===== src/rtl/dbus_ctrl.sv =====
// Data-bus controller between the LSU and the registered memory bus: it checks alignment,
// moves data and strobes into the right byte lanes, and stalls the core while an access runs.
// The optional bus timeout is built in when DBUS_TIMEOUT_EN is defined.
module dbus_ctrl #(
  parameter int unsigned TIMEOUT_CYCLES = 255
) (
  input  logic        clk,
  input  logic        rst_n,
  input  logic        dbus_rd_en,
  input  logic        dbus_wr_en,
  input  logic [31:0] dbus_addr,
  input  logic [1:0]  dbus_size,
  input  logic [31:0] dbus_wr_data,
  input  logic [3:0]  dbus_wr_strobe,
  output logic [31:0] dbus_rd_data,
  output logic        dbus_wait,
  output logic        dbus_err,
  output logic        dbus_misaligned,
  output logic        dbus_access_fault,
  output logic        mem_valid,
  output logic        mem_we,
  output logic [31:0] mem_addr,
  output logic [31:0] mem_wr_data,
  output logic [3:0]  mem_wr_strobe,
  input  logic        mem_ready,
  input  logic [31:0] mem_rd_data,
  input  logic        mem_err
);

  typedef enum logic [1:0] {StIdle, StBus, StDone} state_e;

  state_e      state_q;
  logic        mem_valid_q;
  logic        mem_we_q;
  logic [31:0] mem_addr_q;
  logic [31:0] mem_wr_data_q;
  logic [3:0]  mem_wr_strobe_q;
  logic [1:0]  offset_q;
  logic [31:0] rd_data_q;
  logic        err_q;

  logic        req;
  logic        misaligned;
  logic        start;
  logic [31:0] wr_data_shifted;
  logic [3:0]  wr_strobe_shifted;
  logic [31:0] rd_data_shifted;

  assign req = dbus_rd_en | dbus_wr_en;

  always_comb begin
    misaligned = 1'b0;
    unique case (dbus_size)
      2'd0:    misaligned = 1'b0;
      2'd1:    misaligned = dbus_addr[0];
      2'd2:    misaligned = (dbus_addr[1:0] != 2'b00);
      default: misaligned = 1'b1;
    endcase
  end

  assign start = (state_q == StIdle) & req & ~misaligned;

  assign wr_data_shifted   = dbus_wr_data << {dbus_addr[1:0], 3'b000};
  assign wr_strobe_shifted = dbus_wr_strobe << dbus_addr[1:0];
  assign rd_data_shifted   = mem_rd_data >> {offset_q, 3'b000};

`ifdef DBUS_TIMEOUT_EN
  localparam int unsigned TmoW = (TIMEOUT_CYCLES > 255) ? $clog2(TIMEOUT_CYCLES + 1) : 8;
  localparam logic [TmoW-1:0] TmoLast = TmoW'(TIMEOUT_CYCLES - 1);

  logic [TmoW-1:0] tmo_cnt_q;
  logic            tmo_hit;

  // Fires on the last permitted BUS cycle without a response.
  assign tmo_hit = (tmo_cnt_q == TmoLast);
`else
  logic unused_timeout_cfg;
  assign unused_timeout_cfg = ^TIMEOUT_CYCLES;
`endif

  always_ff @(posedge clk or negedge rst_n) begin
    if (!rst_n) begin
      state_q         <= StIdle;
      mem_valid_q     <= 1'b0;
      mem_we_q        <= 1'b0;
      mem_addr_q      <= 32'h0;
      mem_wr_data_q   <= 32'h0;
      mem_wr_strobe_q <= 4'h0;
      offset_q        <= 2'b00;
      rd_data_q       <= 32'h0;
      err_q           <= 1'b0;
`ifdef DBUS_TIMEOUT_EN
      tmo_cnt_q       <= '0;
`endif
    end else begin
      unique case (state_q)
        StIdle: begin
          err_q <= 1'b0;
          if (start) begin
            state_q         <= StBus;
            mem_valid_q     <= 1'b1;
            // A simultaneous read and write request is treated as a write only.
            mem_we_q        <= dbus_wr_en;
            mem_addr_q      <= {dbus_addr[31:2], 2'b00};
            mem_wr_data_q   <= dbus_wr_en ? wr_data_shifted : 32'h0;
            mem_wr_strobe_q <= dbus_wr_en ? wr_strobe_shifted : 4'h0;
            offset_q        <= dbus_addr[1:0];
`ifdef DBUS_TIMEOUT_EN
            tmo_cnt_q       <= '0;
`endif
          end
        end
        StBus: begin
          if (mem_ready) begin
            state_q     <= StDone;
            mem_valid_q <= 1'b0;
            rd_data_q   <= mem_we_q ? 32'h0 : rd_data_shifted;
            err_q       <= mem_err;
          end
`ifdef DBUS_TIMEOUT_EN
          else if (tmo_hit) begin
            state_q     <= StDone;
            mem_valid_q <= 1'b0;
            rd_data_q   <= 32'h0;
            err_q       <= 1'b1;
          end else begin
            tmo_cnt_q <= tmo_cnt_q + 1'b1;
          end
`endif
        end
        StDone: begin
          // Always return to idle so a request still held by the core is not reissued here.
          state_q <= StIdle;
        end
        default: begin
          state_q     <= StIdle;
          mem_valid_q <= 1'b0;
        end
      endcase
    end
  end

  assign mem_valid     = mem_valid_q;
  assign mem_we        = mem_we_q;
  assign mem_addr      = mem_addr_q;
  assign mem_wr_data   = mem_wr_data_q;
  assign mem_wr_strobe = mem_wr_strobe_q;

  assign dbus_rd_data      = rd_data_q;
  assign dbus_wait         = start | (state_q == StBus);
  assign dbus_misaligned   = (state_q == StIdle) & req & misaligned;
  assign dbus_access_fault = (state_q == StDone) & err_q;
  assign dbus_err          = dbus_misaligned | dbus_access_fault;

endmodule


===== config.mk =====
export PLATFORM = sky130hd
export DESIGN_NAME = dbus_ctrl
export DESIGN_NICKNAME = d
export VERILOG_FILES = /design/src/rtl/dbus_ctrl.sv
export SDC_FILE = /design/constraint.sdc
export NUM_CORES = 1
export LEC_CHECK = 0
export ABC_AREA = 1
export BUFFER_PORTS_ARGS = -buffer_cell sky130_fd_sc_hd__buf_2
export CAP_MARGIN = 25
export CORE_MARGIN = 2
export CORE_UTILIZATION = 44
export DETAILED_ROUTE_END_ITERATION = 12
export PLACE_DENSITY = 0.73
export RECOVER_POWER = 25
export SLEW_MARGIN = 30
export SYNTH_ARGS = -nofsm -noshare
export SYNTH_HDL_FRONTEND = slang
export SYNTH_SLANG_ARGS = --single-unit

===== constraint.sdc =====
create_clock -name clk -period 1.5 [get_ports clk]
set_clock_uncertainty 0.15 [all_clocks]
set_input_delay 0.375 -clock clk [delete_from_list [all_inputs] [get_ports clk]]
set_output_delay 0.375 -clock clk [all_outputs]
set_load 0.005 [all_outputs]

; ---- Word-level counts from Yosys, hierarchy flattened
; Index checks and enable logic that the tools add are counted.
[totals]
wordCells = 48
output_inout_bits = 106
register_bits = 105
inputBits = 108
[op_classes]
eq_ne = 6
shifts = 3
bitwise_logic = 9
n_reduce_logical = 9
muxes = 12
[op_table]
columns = operator, n
row1 = 32-bit two-way mux, 2
row2 = 32-bit by 5-bit left shift with 32-bit output, 1
row3 = 32-bit by 5-bit >> shifter with 32-bit output, 1
row4 = 2-bit AND reduction, 4
row5 = 1-bit one-hot mux with 3 select lines, 2
row6 = 1-bit AND, 4
row7 = 2-bit by 1-bit equality test with 1-bit output (second input constant), 2
row8 = 2-bit equality test (second input constant), 2
row9 = 2-bit logical NOT, 2
row10 = 2-bit two-way mux, 2
row11 = 4-bit two-way mux, 1
row12 = 2-bit != test (second input constant), 2
row13 = 2-bit one-hot mux with 2 select lines, 1
row14 = 2-bit nonzero test, 2
row15 = 4-bit by 2-bit left shift with 4-bit output, 1
row16 = 1-bit two-way mux, 3
row17 = 1-bit OR, 3
row18 = 3-bit AND reduction, 1
row19 = 1-bit inverter, 2
row20 = 1-bit one-hot mux with 2 select lines, 1

; ---- Depth between registers and ports, before layout
[depth]
depth_word = 6
depth_mapped = 9
depth_no_buf = 7

; ---- Least setup slack after synthesis
; OpenSTA, ideal clock, no wires.
[synth_timing]
path_kind = input to output
start = input port dbus_addr[0]
end = output port dbus_wait
arrival_time_ns = 1.106
path_buffers = 3
path_stages = 8
path_slack_ns = -0.131
required_ns = 0.975
cell_sequence = buf_4 > nand2_2 > nand2_2 > nand2_4 > nand2_2 > buf_6 > buf_6 > nand2_1
[synth_between]
elab_chain_cells = 5
[synth_lines]
columns = item, line_no
row1 = from (decl), 11  ; input logic [31:0] dbus_addr,
row2 = 2-bit nonzero test, 56  ; 2'd2: misaligned = (dbus_addr[1:0] != 2'b00);
row3 = 1-bit one-hot mux with 3 select lines *, 53  ; unique case (dbus_size)
row4 = 1-bit inverter *, 61  ; assign start = (state_q == StIdle) & req & ~misaligned;
row5 = 1-bit AND *, 61
row6 = 1-bit OR *, 150  ; assign dbus_wait = start | (state_q == StBus);
row7 = to (decl), 16  ; output logic dbus_wait,
; Mark *: on every way between the ends. The rest lies on a longest branch, timed or not.

; ---- Final worst setup path
[layout_timing]
start = register state_q[0]
end = output port dbus_err
[layout_between]
elab_chain_cells = 4
elab_cells_between_ends = 6
cone_classes = 1 x eq/ne / 4 x bitwise / 1 x reduce/logical
[layout_lines]
columns = item, line_no
row1 = from (decl), 32  ; state_e state_q;
row2 = from (signal assigned), 83  ; state_q <= StIdle;
row3 = from (signal assigned), 100  ; state_q <= StBus;
row4 = from (signal assigned), 115  ; state_q <= StDone;
row5 = 2-bit logical NOT, 151  ; assign dbus_misaligned = (state_q == StIdle) & req & misaligned;
row6 = 1-bit AND (2 in a row), 151
row7 = 1-bit OR *, 153  ; assign dbus_err = dbus_misaligned | dbus_access_fault;
row8 = to (decl), 17  ; output logic dbus_err,
; Marks and branches as above.

==> impl_results.md <==
* Gate power share at 0.362
* Rows at 39
* Drt drc at 0
* CP most frequent cell: inv_2
* Setup violators final at approximately 40
* Post-layout min period at 1860 ps
* WP data arrival at 1330 ps
* Die area at between 10000 and 15000 um2
* CTS tree: done
* Hpwl dp at 11400 um
* Post-Route Utilization at 0.612
* CP max-delay cell: dfrtp_1
* RR Startpoint: state_q[0]
* Hold Crit Depth at 3
* Setup TNS at -5960 ps
* Top-count cell post-synth: nand2_1
* Die W at ~110 um
* Max_cap viols at 0
* Drt via density at 5.08
* Final Hold Vio Count at 0
* Clock Latency Late Sink at 350 ps
* Register area at 2630 um2
* Static Leak at around 4 nW
* Worst R2R Path Depth at 8
* Switching power at 3.83 mW
* Worst Hold Class: input port to flip-flop
* Initial antenna violation count at 0
* Kind of critical path: flip-flop to primary output
* Seq pwr share at 0.396
* Peak fanout along the critical path at 3
* Max transition margin at 0.529
* Worst EP required at 970 ps
* Design area at 7020 um2
* Input/output buffers at 211
* Filler cell count at between 1000 and 1500
* Routed Antenna Nets at 0
* Post-synth EDFFs at 0
* Synthesized area at 5170 um2
* H-tree Lvls at 3
* Critical Path, Cell by Cell: inv_2, nand2_4, nor2_4, inv_2, o22ai_2, buf_2
* Pin count of the biggest net entering global routing at 52
* Mean cell area of the mapped netlist at 7.56 um2
* Synth-to-layout area growth at 35.7%
* Asr flop ratio synth at 1.00
* Iter 0 DRT Violations at around 480
* Core ar. at 11500 um2
* Global Route Usage Sum at 0.242
* Starting Density at 0.451
* Clock network power share at 0.243
* Routed vias at 5342
* Status: complete, but fails checks
* R2r endpoint: mem_wr_data[25]
* Sink Count at 105
* Worst-path clk slew at ~70 ps
* Dpl cell area at 6510 um2
* Post-layout net count at 1011
* ANT cells at 0
* Unrepaired setup endpoints after global routing: yes
* Fin crit share at 1.24
* Post-synth top area share at 0.508
* Fmax at 539 MHz
* Area contributors post-synth: dfrtp_1 (51%), nand2_1 (26%), nand3_1 (8.8%)
* Routability Congestion at 0.889
* Longest Clk Path Bufs at 2
* Unique masters post-synth at 20
* WL per Instance at 14.9 um
* Startpoint Class: flip-flop
* Post-synth top cells: nand2_1 (352), dfrtp_1 (105), nand3_1 (91)
* VDD IR max at roughly 980 uV
* Die Y at roughly 110 um
* Cell class contributing the biggest share of worst-path delay: flip-flops
* Switching share of power at 0.353
* Sequential fraction of the synthesis area at 0.508
* Drt total wl at ~16000 um
* Internal Power at 7.02 mW
* Cell Pwr Density at 1550 nW/um2
* Worst Hold Path EP: err_q
* Leading area contributor after synthesis: dfrtp_1
* Worst Path Buf+Inv at 3
* First-pass GRT wire length at 24500 um
* Failing checks: negative setup slack
* Pre-CTS WS at -117 ps
* Hold Crit Start: mem_err
* Share of cells above drive strength 1 at 0.330
* Final Max Slew Viols at 0
* Post-route setup slack at -356 ps
* CP Capture Type: primary output
* Synth Register Bits at 105
* CTS buffer count at 9
* Area of the multi-input gates at 2300 um2
* Critical Path Max Stage Delay at approximately 410 ps
* First-pass DRT Iterations at 5
* R2r setup slk at -150 ps
* Primary FF master, synth: dfrtp_1
* Synthesized netlist cell count at 684
* Top Ports at 214
* Root Buffer: clkbuf_16
* Synth Warn # at 0
* GR Overflow Total at 0
* Total power at 10.9 mW
* Worst Max-Slew Pin Slew at around 710 ps
* Vias in the first global route at roughly 5000
[state kept, by name (all words and copies together), names as in the netlist]
signal / flops
mem_addr: 30
mem_wr_strobe: 4
state_q: 2
dbus_rd_data: 32
mem_wr_data: 32
err_q: 1
offset_q: 2
mem_we: 1
mem_valid: 1
[power by group through the flow]
stage          Sequential, mW  Combinational [mW]  Clock (mW)
2_1_floorplan            4.40                1.86           0
3_3_place_gp             4.31                3.64           0
3_5_place_dp             4.33                3.73           0
4_1_cts                  4.29                3.79        2.67
5_1_grt                  4.42                4.40        2.78
6_report                 4.29                3.93        2.63
[what timing repair did]
action,4_1_cts,5_1_grt
cloned,0,4
pin swaps,2,5
buffers inserted,2,2
endpoints found under the setup margin,4,83
hold buffers,1,0
hold endpoints to repair,20,0
resized for setup,17,18
[worst max-delay path by stage]
| stage | startpoint | end | slack, ps | cells after the start |
|---|---|---|---|---|
| 2_1_floorplan | state_q[0] | dbus_wait | -110 | 7 |
| 3_3_place_gp | dbus_addr[1] | dbus_wait | -110 | 7 |
| 3_5_place_dp | dbus_addr[1] | dbus_wait | -120 | 7 |
| 4_1_cts | state_q[0] | dbus_wait | -340 | 6 |
| 5_1_grt | state_q[0] | dbus_err | -410 | 6 |
| 6_report | state_q[0] | dbus_err | -360 | 6 |
[stage by stage]
step | hold WS [ps] | instances
floorplan | -70.6 | 685
global placement | 163 | 1027
detailed placement | 166 | 1027
CTS | 66.0 | 1046
global route | 90.9 | 1051
finish | 71.3 | 1051
[cell families after synthesis]
family | share of synthesized area
other | 0.000725
AOI/OAI and AO/OA | 0.0590
DFF | 0.508
buffers and inverters | 0.0605
and+or+nand+nor | 0.372
[layout by cell type (no fill, tap or decap)]
cell           count
buf_12             9
buf_2            209
buf_4             25
buf_6              3
buf_8              1
bufinv_16          2
clkbuf_16         11
clkbuf_2           1
clkinv_4           1
clkinv_8           1
clkinvlp_4         1
conb_1             2
dfrtp_1          105
dlygate4sd3_1      1
inv_1              5
inv_2              5
inv_6              1
inv_8              2
nand2_1          349
nand2_2            6
nand2_4            4
nand3_1           91
nand3_4            2
nor2_1            11
nor2_2             1
nor2_4             2
o21ai_0           10
o21ai_1           34
o21ai_2           12
o22ai_2            1
[worst register-to-register path: stages (launching register included)]
cell and delay, ps:
dfrtp_1 410, inv_2 80, nand2_4 50, nor2_4 140, buf_4 200, buf_4 130, nand3_4 100, buf_12 180
o21ai_1 130
[cell type report]
| cell class | instances | area share |
|---|---|---|
| Inverter | 11 | 0.00695 |
| Timing Repair Buffer | 251 | 0.218 |
| Sequential cell | 105 | 0.374 |
| Clock inverter | 7 | 0.0160 |
| Clock buffer | 9 | 0.0321 |
| Multi-Input combinational cell | 525 | 0.327 |
| Tap cell | 143 | 0.0255 |
[metal layers]
layer | up-vias | part of all wire | global-route usage
li1 | 2611 | - | -
met1 | 2465 | 0.43 | 0.329
met3 | 21 | 0.069 | 0.0400
met2 | 245 | 0.48 | 0.395
met5 | - | 0 | 0
met4 | 0 | 0.018 | 0.0854
Power figures use the tool's default switching activity.
